--- src/rtl/pc_reg_pkg.sv ---
// Shared fetch-path definitions: address width, reset/zero address, enable levels and
// the per-instruction pc step.
package pc_reg_pkg;

    localparam int unsigned AddrBus = 32;

    localparam logic [AddrBus-1:0] ZeroPc   = '0;
    localparam logic [AddrBus-1:0] InstStep = AddrBus'(4);

    localparam logic Enable  = 1'b1;
    localparam logic Disable = 1'b0;

endpackage

--- src/rtl/pc_reg.sv ---
// Program counter for the fetch stage: sequences the fetch address and tracks a redirect
// that arrives while a fetch is still outstanding. Also counts completed fetches.
module pc_reg
    import pc_reg_pkg::*;
#(
    parameter logic [AddrBus-1:0] RESET_PC = ZeroPc
) (
    input  logic               clk,
    input  logic               rst,
    input  logic               i_IF_wait,
    input  logic               i_ID_stall,
    input  logic               i_EX_branch_en,
    input  logic [AddrBus-1:0] i_EX_branch_addr,
    output logic [AddrBus-1:0] o_IF_pc,
    output logic               o_IF_valid,
    output logic               o_redir_pending,
    output logic [31:0]        o_fetch_cnt
);

    typedef enum logic [1:0] {
        StBoot,
        StRun,
        StWait,
        StPend
    } state_e;

    state_e             state_q, state_d;
    logic [AddrBus-1:0] pc_q, pc_d;
    logic [AddrBus-1:0] pend_q, pend_d;
    logic [31:0]        cnt_q, cnt_d;
    logic               valid_q, valid_d;
    logic               redir_q, redir_d;
    logic [AddrBus-1:0] br_tgt;

    assign br_tgt = {i_EX_branch_addr[AddrBus-1:2], 2'b00};

    always_comb begin
        state_d = state_q;
        pc_d    = pc_q;
        pend_d  = pend_q;
        cnt_d   = cnt_q;
        valid_d = valid_q;
        redir_d = redir_q;

        case (state_q)
            StBoot: begin
                state_d = StRun;
                pc_d    = RESET_PC;
                valid_d = Enable;
            end
            StRun, StWait: begin
                if (i_IF_wait) begin
                    // The outstanding fetch must return before the redirect can be issued.
                    if (i_EX_branch_en) begin
                        pend_d  = br_tgt;
                        redir_d = Enable;
                        state_d = StPend;
                    end else begin
                        state_d = StWait;
                    end
                end else begin
                    state_d = StRun;
                    if (i_EX_branch_en) begin
                        pc_d = br_tgt;
                    end else if (!i_ID_stall) begin
                        pc_d = pc_q + InstStep;
                    end
                end
            end
            StPend: begin
                // First deferred target wins; later branches and stalls cannot displace it.
                if (!i_IF_wait) begin
                    pc_d    = pend_q;
                    pend_d  = ZeroPc;
                    redir_d = Disable;
                    state_d = StRun;
                end
            end
            default: begin
                state_d = StBoot;
            end
        endcase

        if (state_q != StBoot && valid_q && !i_IF_wait) begin
            cnt_d = cnt_q + 32'd1;
        end
    end

    always_ff @(posedge clk) begin
        if (rst) begin
            state_q <= StBoot;
            pc_q    <= RESET_PC;
            pend_q  <= ZeroPc;
            cnt_q   <= '0;
            valid_q <= Disable;
            redir_q <= Disable;
        end else begin
            state_q <= state_d;
            pc_q    <= pc_d;
            pend_q  <= pend_d;
            cnt_q   <= cnt_d;
            valid_q <= valid_d;
            redir_q <= redir_d;
        end
    end

    assign o_IF_pc         = pc_q;
    assign o_IF_valid      = valid_q;
    assign o_redir_pending = redir_q;
    assign o_fetch_cnt     = cnt_q;

endmodule

--- config.mk ---
export PLATFORM = sky130hd
export DESIGN_NAME = pc_reg
export DESIGN_NICKNAME = d
export VERILOG_FILES = /design/src/rtl/pc_reg_pkg.sv /design/src/rtl/pc_reg.sv
export SDC_FILE = /design/constraint.sdc
export NUM_CORES = 1
export LEC_CHECK = 0
export BUFFER_PORTS_ARGS = -buffer_cell sky130_fd_sc_hd__buf_2
export CORE_ASPECT_RATIO = 0.7
export CORE_MARGIN = 2
export CORE_UTILIZATION = 39
export DETAILED_ROUTE_END_ITERATION = 6
export PLACE_DENSITY = 0.6
export SYNTH_ARGS = -nofsm -noshare
export SYNTH_HDL_FRONTEND = slang
export SYNTH_SLANG_ARGS = --single-unit
--- constraint.sdc ---
create_clock -name clk -period 2.1 [get_ports clk]
set_input_delay 0 -clock clk [delete_from_list [all_inputs] [get_ports clk]]
set_output_delay 0 -clock clk [all_outputs]
set_load 0.005 [all_outputs]
# [Yosys cells after proc, flatten, opt, wreduce, memory -nomap -nowiden]
# Cells that the tools add are included.
[word_totals] register_bits=100
[classes] muxes=17 add_sub_neg=2 n_reduce_logical=9 eq_ne=8
[ops] op="two-way mux 32 bit" n=7
[ops] op="case mux 32 bit (3 select lines)" n=1
[ops] op="case mux 32 bit (2 select lines)" n=1
[ops] op="adder 32 x 1 -> 32 bit, second input constant" n=1
[ops] op="adder 32 x 3 -> 32 bit, second input constant" n=1
[ops] op="inequality test 2 bit, second input constant" n=4
[ops] op="case mux 2 bit (3 select lines)" n=1
[ops] op="equality test 2 bit, second input constant" n=2
[ops] op="two-way mux 1 bit" n=4
[ops] op="two-way mux 2 bit" n=2
[ops] op="AND reduction 4 bit" n=1
[ops] op="nonzero test 2 bit" n=2
[ops] op="inequality test 3 bit, second input constant" n=1
[ops] op="AND reduction 3 bit" n=1
[ops] op="equality test 2 x 1 -> 1 bit, second input constant" n=1
[ops] op="logical AND 1 bit" n=2
[ops] op="zero test 2 bit" n=1
[ops] op="case mux 1 bit (2 select lines)" n=1
[ops] op="OR reduction 2 bit" n=1
[ops] op="zero test 1 bit" n=1

# [Logic depth before layout (Yosys ltp)]
# Gate-level depths: netlist of run 1.
[depth] depth_word=5 ltp_mapped=9

# [Least setup slack after synthesis of run 1]
# OpenSTA, ideal clock, no wires.
[synth_path] path_type="flip-flop to flip-flop" start="register state_q[0]" end="register pc_q[20], in the netlist o_IF_pc[20]" path_stages_with_launch=8 arrival_time_ns=1.777 synth_period_minus_slack_ns=1.911 setup_time_ns=0.134 n_path_buf=1 path_slack_ns=0.189 path_cell_list="dfxtp_1 > inv_1 > ha_1 > o21ai_0 > nand2_1 > clkbuf_1 > a222oi_1 > o22ai_1"
[synth_via] elab_chain_len=4 word_cells_on_any_way=10 classes_between="eq/ne: 6; mux: 1; reduce/logical: 3"
[synth_lines] item="start: declaration" line="pc_reg.sv:27" source="state_e state_q, state_d;"
[synth_lines] item="start signal: assignment" line="pc_reg.sv:91" source="state_q <= StBoot;"
[synth_lines] item="start signal: assignment" line="pc_reg.sv:98" source="state_q <= state_d;"
[synth_lines] item="equality test 2 x 1 -> 1 bit or equality test 2 bit (tied branches)" line="pc_reg.sv:45" source="case (state_q)"
[synth_lines] item="OR reduction 2 bit" line="pc_reg.sv:45"
[synth_lines] item="inequality test 3 bit (no line) or inequality test 2 bit (tied branches)"
[synth_lines] item="AND reduction 3 bit (no line)"
[synth_lines] item="end signal: assignment" line="pc_reg.sv:99" source="pc_q <= pc_d;"
[synth_lines] item="end: declaration" line="pc_reg.sv:28" source="logic [AddrBus-1:0] pc_q, pc_d;"
# Several ways; a longest one is shown, not always the timed one.
# A chain may end at the register's enable or synchronous reset.

# [Worst setup path in the final report of run 1]
[layout_path] start="register state_q[0]" end="register cnt_q[14], in the netlist o_fetch_cnt[14]"
[layout_via] elab_chain_len=3
[layout_lines] item="nonzero test 2 bit" line="pc_reg.sv:84" source="if (state_q != StBoot && valid_q && !i_IF_wait) begin"
[layout_lines] item="logical AND 1 bit (2 in series)" line="pc_reg.sv:84"
[layout_lines] item="end signal: assignment" line="pc_reg.sv:101" source="cnt_q <= cnt_d;"
[layout_lines] item="end: declaration" line="pc_reg.sv:30" source="logic [31:0] cnt_q, cnt_d;"
# No other way between the ends.

==> flow_metrics.py, run 1 <==
metrics = {
    "clocking": {
        "cts_made_buffers": 9,
        "clkSinkCount": 96,
        "cts-root-buf": "clkbuf_16",
        "path_clk_slew_ns": 0.07,
        "cts_max_level": 3,
        "cts_tree": "yes",
        "clockBufferDepth": 2,
        "clk_latency_ns": 0.35,
    },
    "critical_path": {
        "crit_required_ns": 2.37,
        "worst_r2r_path_depth": 8,
        "crit_path_end_kind": "register",
        "worstSetupPathType": "reg2reg",
        "crit_top_cell": "buf_4",
        "worstPathArrival_ns": 2.22,
        "cp_cell_sequence": "inv_1 -> ha_2 -> nor3b_1 -> buf_4 -> nand4_1 -> buf_4 -> or3_1 -> a21oi_1",
        "cpMaxStageDelayCell": "dfxtp_1",
        "cp_max_fo": 10,
        "slowest_delay_ns": 0.36,
        "start_kind": "register",
    },
    "grt": {
        "grt_pass1_wl_mm": 22.0,
        "grt_overflow": 0,
        "antenna_found_initial": 0,
        "grt_pass1_vias": 4309,
        "grtUsageTotal": 0.217,
        "grt_max_degree": 79,
    },
    "placed_design": {
        "hpwlAfterDp_mm": 9.53,
        "portBuffers": 98,
        "gp_congestion": 0.823,
    },
    "timing": {
        "skew_ns": 0.0105,
        "fmax_ghz": 0.514,
        "final.min_clock_period_ns": 1.95,
        "tns_ns": 0,
        "hold_viol_final": 0,
        "rsz0062_at_grt": "false",
        "finalCritPeriodShare": 0.926,
        "slew_viol_final": 0,
        "hold_slack_ns": 0.0944,
        "setup_viol": 0,
    },
    "logic_synthesis": {
        "ys_warn_count": 0,
        "syn_avg_cell_area_um2": 8.33,
        "synthFlopType": "dfxtp_1",
        "synth_cells": 559,
        "ys_ff_latch": 96,
        "yosysSeqAreaShare": 0.413,
        "synth-edff-count": 0,
        "async_flop_share": 0,
        "synth_cell_types": 51,
        "synth.cell_area_um2": 4660,
    },
    "detailed_routing": {
        "drt_iter0_drc": 339,
        "wl_mm": 13.8,
        "wl_per_cell_um": 16.0,
        "drc": 0,
        "vias": 4738,
        "dr.pass1.iters": 5,
        "postRouteAntennaNets": 0,
        "viasPerCell": 5.50,
    },
    "final_layout": {
        "diodes": 0,
        "nFillCells": 1107,
        "final_cell_mix": "98 x buf_2, 96 x dfxtp_1, 69 x nor2_1",
        "area_delta_synth_final_pct": 32.0,
        "final_common_cell": "buf_2",
        "nets": 741,
        "drive_gt1_frac": 0.235,
    },
    "run": {
        "max_cap_viol_count": 0,
    },
    "worst_hold_path": {
        "min_path_cells": 2,
        "hold_class": "in2reg",
    },
    "floorplanning": {
        "core.rowCount": 33,
        "ios": 103,
        "die_x_um": 135,
        "start_util": 0.399,
        "chipHeight_um": 95.4,
        "core-area_um2": 11700,
        "dieArea_um2": 12800,
    },
    "run_status": {
        "status": "completed",
    },
    "power_and_ir_drop": {
        "ir_drop_v": 0.000341,
        "power.leakage_nw": 2.42,
        "p_per_area_nw_per_um2": 636,
    },
}
-- worst max-delay path: cells and delay by family, from the launching register on --
| family | cells | cell delay, ns |
|---|---|---|
| and+or+nand+nor | 3 | 0.71 |
| adders and majority gates | 1 | 0.18 |
| buffers and inverters | 3 | 0.46 |
| DFF | 1 | 0.36 |
| AOI/OAI and AO/OA | 1 | 0.16 |
-- repair_timing --
item	CTS	global route
hold endpoints to repair	48	0
endpoints found under the setup margin	0	39
buffers inserted	0	4
hold buffers	31	0
gates resized for setup	0	8
-- synthesized netlist by cell type (8+ instances only) --
cell type | number | area share
o221ai_1 | 10 | 0.019
dfxtp_1 | 96 | 0.41
xnor2_1 | 18 | 0.034
inv_1 | 11 | 0.0089
nand2_1 | 36 | 0.029
nand4_1 | 14 | 0.019
nor4_1 | 8 | 0.011
nor3_1 | 17 | 0.018
nor2_1 | 69 | 0.056
o21ai_0 | 28 | 0.030
xor2_1 | 24 | 0.045
nand3_1 | 30 | 0.032
or3_1 | 14 | 0.019
clkbuf_1 | 31 | 0.025
a22oi_1 | 49 | 0.079
a21oi_1 | 25 | 0.027
-- flip-flops by register name, indices dropped and copies added, names as in the netlist --
signal           cells
o_redir_pending      1
state_q              2
pend_q              30
o_fetch_cnt         32
o_IF_pc             30
o_IF_valid           1
-- power breakdown --
part           internal [mW]  switching [mW]  leakage [nW]  total, mW
clock                  0.816           0.753         0.137       1.57
sequential              1.86          0.0371         0.777       1.90
combinational          0.197           0.243          1.50      0.440
total                   2.88            1.03          2.42       3.91
-- final timing paths --
kind                                startpoint  slack, ns                            to
setup / recovery       state_q[0]$_SDFFE_PP0P_       0.15  o_fetch_cnt[14]$_SDFFE_PP0P_
hold / removal                             rst       0.09       pend_q[14]$_SDFFE_PP0P_
setup reg to reg       state_q[0]$_SDFFE_PP0P_       0.15  o_fetch_cnt[14]$_SDFFE_PP0P_
hold reg to reg   o_fetch_cnt[31]$_SDFFE_PP0P_       0.50  o_fetch_cnt[31]$_SDFFE_PP0P_
-- final cells by class --
class                   count  area, µm²  area share
inverters                  13       48.8     0.00794
multi-input cells         413       2570       0.419
flip-flops and latches     96       1920       0.313
clock buffers               9        225      0.0366
clock inverters             7       52.6     0.00855
repair buffers            167       1130       0.183
well taps                 157        196      0.0320
-- stage by stage --
step                      setup slack [ns]   util  std cells  cell area [µm²]  power (mW)
after floorplan                      0.189      -        560             4660        2.15
after global placement              0.0933  0.471        811             5500        2.32
after detailed placement            0.0350  0.471        811             5500        2.33
after CTS                           0.0255  0.521        858             6090        3.94
after global routing                0.0127  0.526        862             6150        4.07
final                                0.154  0.526        862             6150        3.91
-- cells by family (layout without fill, tap and decap cells) --
family | Yosys count | after routing | synth area share
simple gates | 221 | 221 | 0.239
compound gates | 136 | 136 | 0.197
xor+xnor | 42 | 42 | 0.0790
buf+inv | 51 | 196 | 0.0438
other cells | 1 | 2 | 0.000805
mux | 8 | 8 | 0.0175
flops | 96 | 96 | 0.413
fa+ha+maj | 4 | 4 | 0.0107
-- layer usage --
layer	global-route usage	wire length (µm)
met4	0.0509	120
met2	0.337	6040
met1	0.310	6850
met5	0	0
met3	0.0463	753
No activity file was read; power rests on OpenSTA's default activity.
==> run 2, diff against run 1 <==
CORE_UTILIZATION = 54   (was 39)
PLACE_DENSITY = 0.77   (was 0.6)
clock period = 1.9 ns   (was 2.1 ns; I/O delays follow)
==> flow_metrics.py, run 2 (synthesized netlist as in run 1, its figures left out) <==
metrics = {
    "grt": {
        "grt_pass1_wl_mm": 23.2,
        "antenna_found_initial": 0,
        "grt_pass1_vias": 4691,
        "grtUsageTotal": 0.317,
        "grt_max_degree": 91,
        "grt_overflow": 0,
    },
    "timing": {
        "final.min_clock_period_ns": 1.84,
        "hold_viol_final": 0,
        "skew_ns": 0.00720,
        "tns_ns": 0,
        "setup_viol": 0,
        "finalCritPeriodShare": 0.969,
        "finalWorstSetupSlack_ns": 0.0583,
        "fmax_ghz": 0.543,
        "slew_viol_final": 0,
    },
    "floorplanning": {
        "ios": 103,
        "die_x_um": 115,
        "chipHeight_um": 81.7,
        "core-area_um2": 8410,
        "core.rowCount": 28,
        "dieArea_um2": 9390,
        "start_util": 0.554,
    },
    "power_and_ir_drop": {
        "power.leakage_nw": 2.59,
        "p_int_mw": 3.66,
        "seqPwrFrac": 0.438,
        "p_per_area_nw_per_um2": 745,
        "comb_power_share": 0.114,
        "switching_share": 0.237,
        "p_sw_mw": 1.14,
        "power_frac_clock": 0.448,
        "ir_drop_v": 0.000616,
        "p_total_mw": 4.80,
    },
    "worst_hold_path": {
        "hold_class": "in2reg",
        "min_path_cells": 3,
    },
    "placed_design": {
        "hpwlAfterDp_mm": 9.95,
        "portBuffers": 98,
        "placedCellCount": 784,
        "post-place-ws_ns": -0.0958,
        "gp_congestion": 0.836,
    },
    "clocking": {
        "cts_max_level": 3,
        "clk_latency_ns": 0.36,
        "clkSinkCount": 96,
        "path_clk_slew_ns": 0.07,
        "clockBufferDepth": 2,
        "cts-root-buf": "clkbuf_16",
        "cts_made_buffers": 9,
        "cts_tree": "yes",
    },
    "critical_path": {
        "worstPathArrival_ns": 2.12,
        "worst_r2r_path_depth": 8,
        "crit_top_cell": "buf_4",
        "cp_max_fo": 7,
        "cp_cell_sequence": "inv_1 -> ha_4 -> nor3b_4 -> buf_4 -> buf_4 -> nand2_1 -> or3_1 -> a21oi_1",
        "cpMaxStageDelayCell": "dfxtp_2",
        "crit_required_ns": 2.18,
        "worstSetupPathType": "reg2reg",
        "slowest_delay_ns": 0.34,
        "start_kind": "register",
        "crit_path_end_kind": "register",
    },
    "final_layout": {
        "diodes": 0,
        "final_common_cell": "buf_2",
        "drive_gt1_frac": 0.288,
        "nets": 768,
        "largest_reg_flops": 32,
        "final_cell_mix": "98 x buf_2, 94 x dfxtp_1, 69 x nor2_1",
        "area_delta_synth_final_pct": 38.2,
        "instances_no_fill": 837,
        "nFillCells": 600,
        "fin_util": 0.766,
    },
    "detailed_routing": {
        "drt_iter0_drc": 579,
        "viasPerCell": 6.24,
        "wl_per_cell_um": 18.1,
        "vias": 5221,
        "drc": 0,
        "postRouteAntennaNets": 0,
        "wl_mm": 15.2,
        "dr.pass1.iters": 5,
    },
    "run": {
        "max_cap_viol_count": 0,
    },
    "run_status": {
        "status": "completed",
    },
}
run 2: changes by cell type in the layout (fill, tap and decap cells not counted), moves of 2 or more:
| cell | previous run | this run |
|---|---|---|
| a21oi_2 | 1 | 3 |
| inv_6 | 4 | 0 |
| dfxtp_1 | 96 | 94 |
| nor3_1 | 17 | 12 |
| nor3_2 | 1 | 6 |
| or3_1 | 13 | 11 |
| or3_4 | 1 | 3 |
| buf_4 | 34 | 63 |
| nor3b_1 | 4 | 2 |
| clkbuf_8 | 0 | 2 |
| dfxtp_2 | 0 | 2 |
| bufinv_16 | 0 | 3 |
| a21oi_1 | 24 | 22 |
run 2: cell type report:
class	count	area, µm²	share of cell area
Clock buffer	11	253	0.0393
Clock inverter	5	103	0.0159
Inverter	13	48.8	0.00758
Multi-Input combinational cell	413	2660	0.414
Sequential cell	96	1920	0.299
Tap cell	105	131	0.0204
Timing Repair Buffer	194	1310	0.204
run 2: layer usage:
layer	up-vias	routed length, µm	GRT usage	part of all wire
li1	2380	-	-	-
met1	2504	6530	0.431	0.43
met2	292	6980	0.495	0.46
met3	45	1310	0.0834	0.086
met4	0	353	0.104	0.023
met5	-	0	0	0
run 2: final timing paths:
kind | start | endpoint | slack [ns]
worst min register to register | pend_q[2]$_SDFFE_PP0P_ | pend_q[2]$_SDFFE_PP0P_ | 0.50
worst max-delay path | state_q[1]$_SDFFE_PP0P_ | o_fetch_cnt[17]$_SDFFE_PP0P_ | 0.06
worst max register to register | state_q[1]$_SDFFE_PP0P_ | o_fetch_cnt[17]$_SDFFE_PP0P_ | 0.06
worst min-delay path | i_IF_wait | state_q[0]$_SDFFE_PP0P_ | 0.11
run 2: worst max-delay path, delay by kind of cell, from the launching register on:
family / cells / cell delay (ns)
and+or+nand+nor: 3 / 0.68
DFF: 1 / 0.34
buffers and inverters: 3 / 0.43
AOI/OAI and AO/OA: 1 / 0.16
adders and majority gates: 1 / 0.17
run 2: timing repair:
action / in CTS / in global routing
endpoints found under the hold margin: 50 / 0
buffers inserted: 1 / 5
hold buffers: 31 / 0
gates resized for setup: 7 / 20
endpoints found under the setup margin: 31 / 62
pin swaps: 1 / 13
run 2: through the flow:
stage	hold slack, ns	cell area [µm²]
after floorplan	0.110	4660
after global placement	0.218	5610
after detailed placement	0.226	5610
after CTS	0.0667	6310
after global routing	0.116	6440
final	0.109	6440
run 2: power groups by stage:
| stage | registers, mW | logic [mW] | clock network (mW) |
|---|---|---|---|
| 3_5_place_dp | 2.14 | 0.447 | 0 |
| 5_1_grt | 2.11 | 0.578 | 2.24 |
| 3_3_place_gp | 2.14 | 0.435 | 0 |
| 2_1_floorplan | 2.14 | 0.240 | 0 |
| 6_report | 2.10 | 0.545 | 2.15 |
| 4_1_cts | 2.10 | 0.508 | 2.16 |
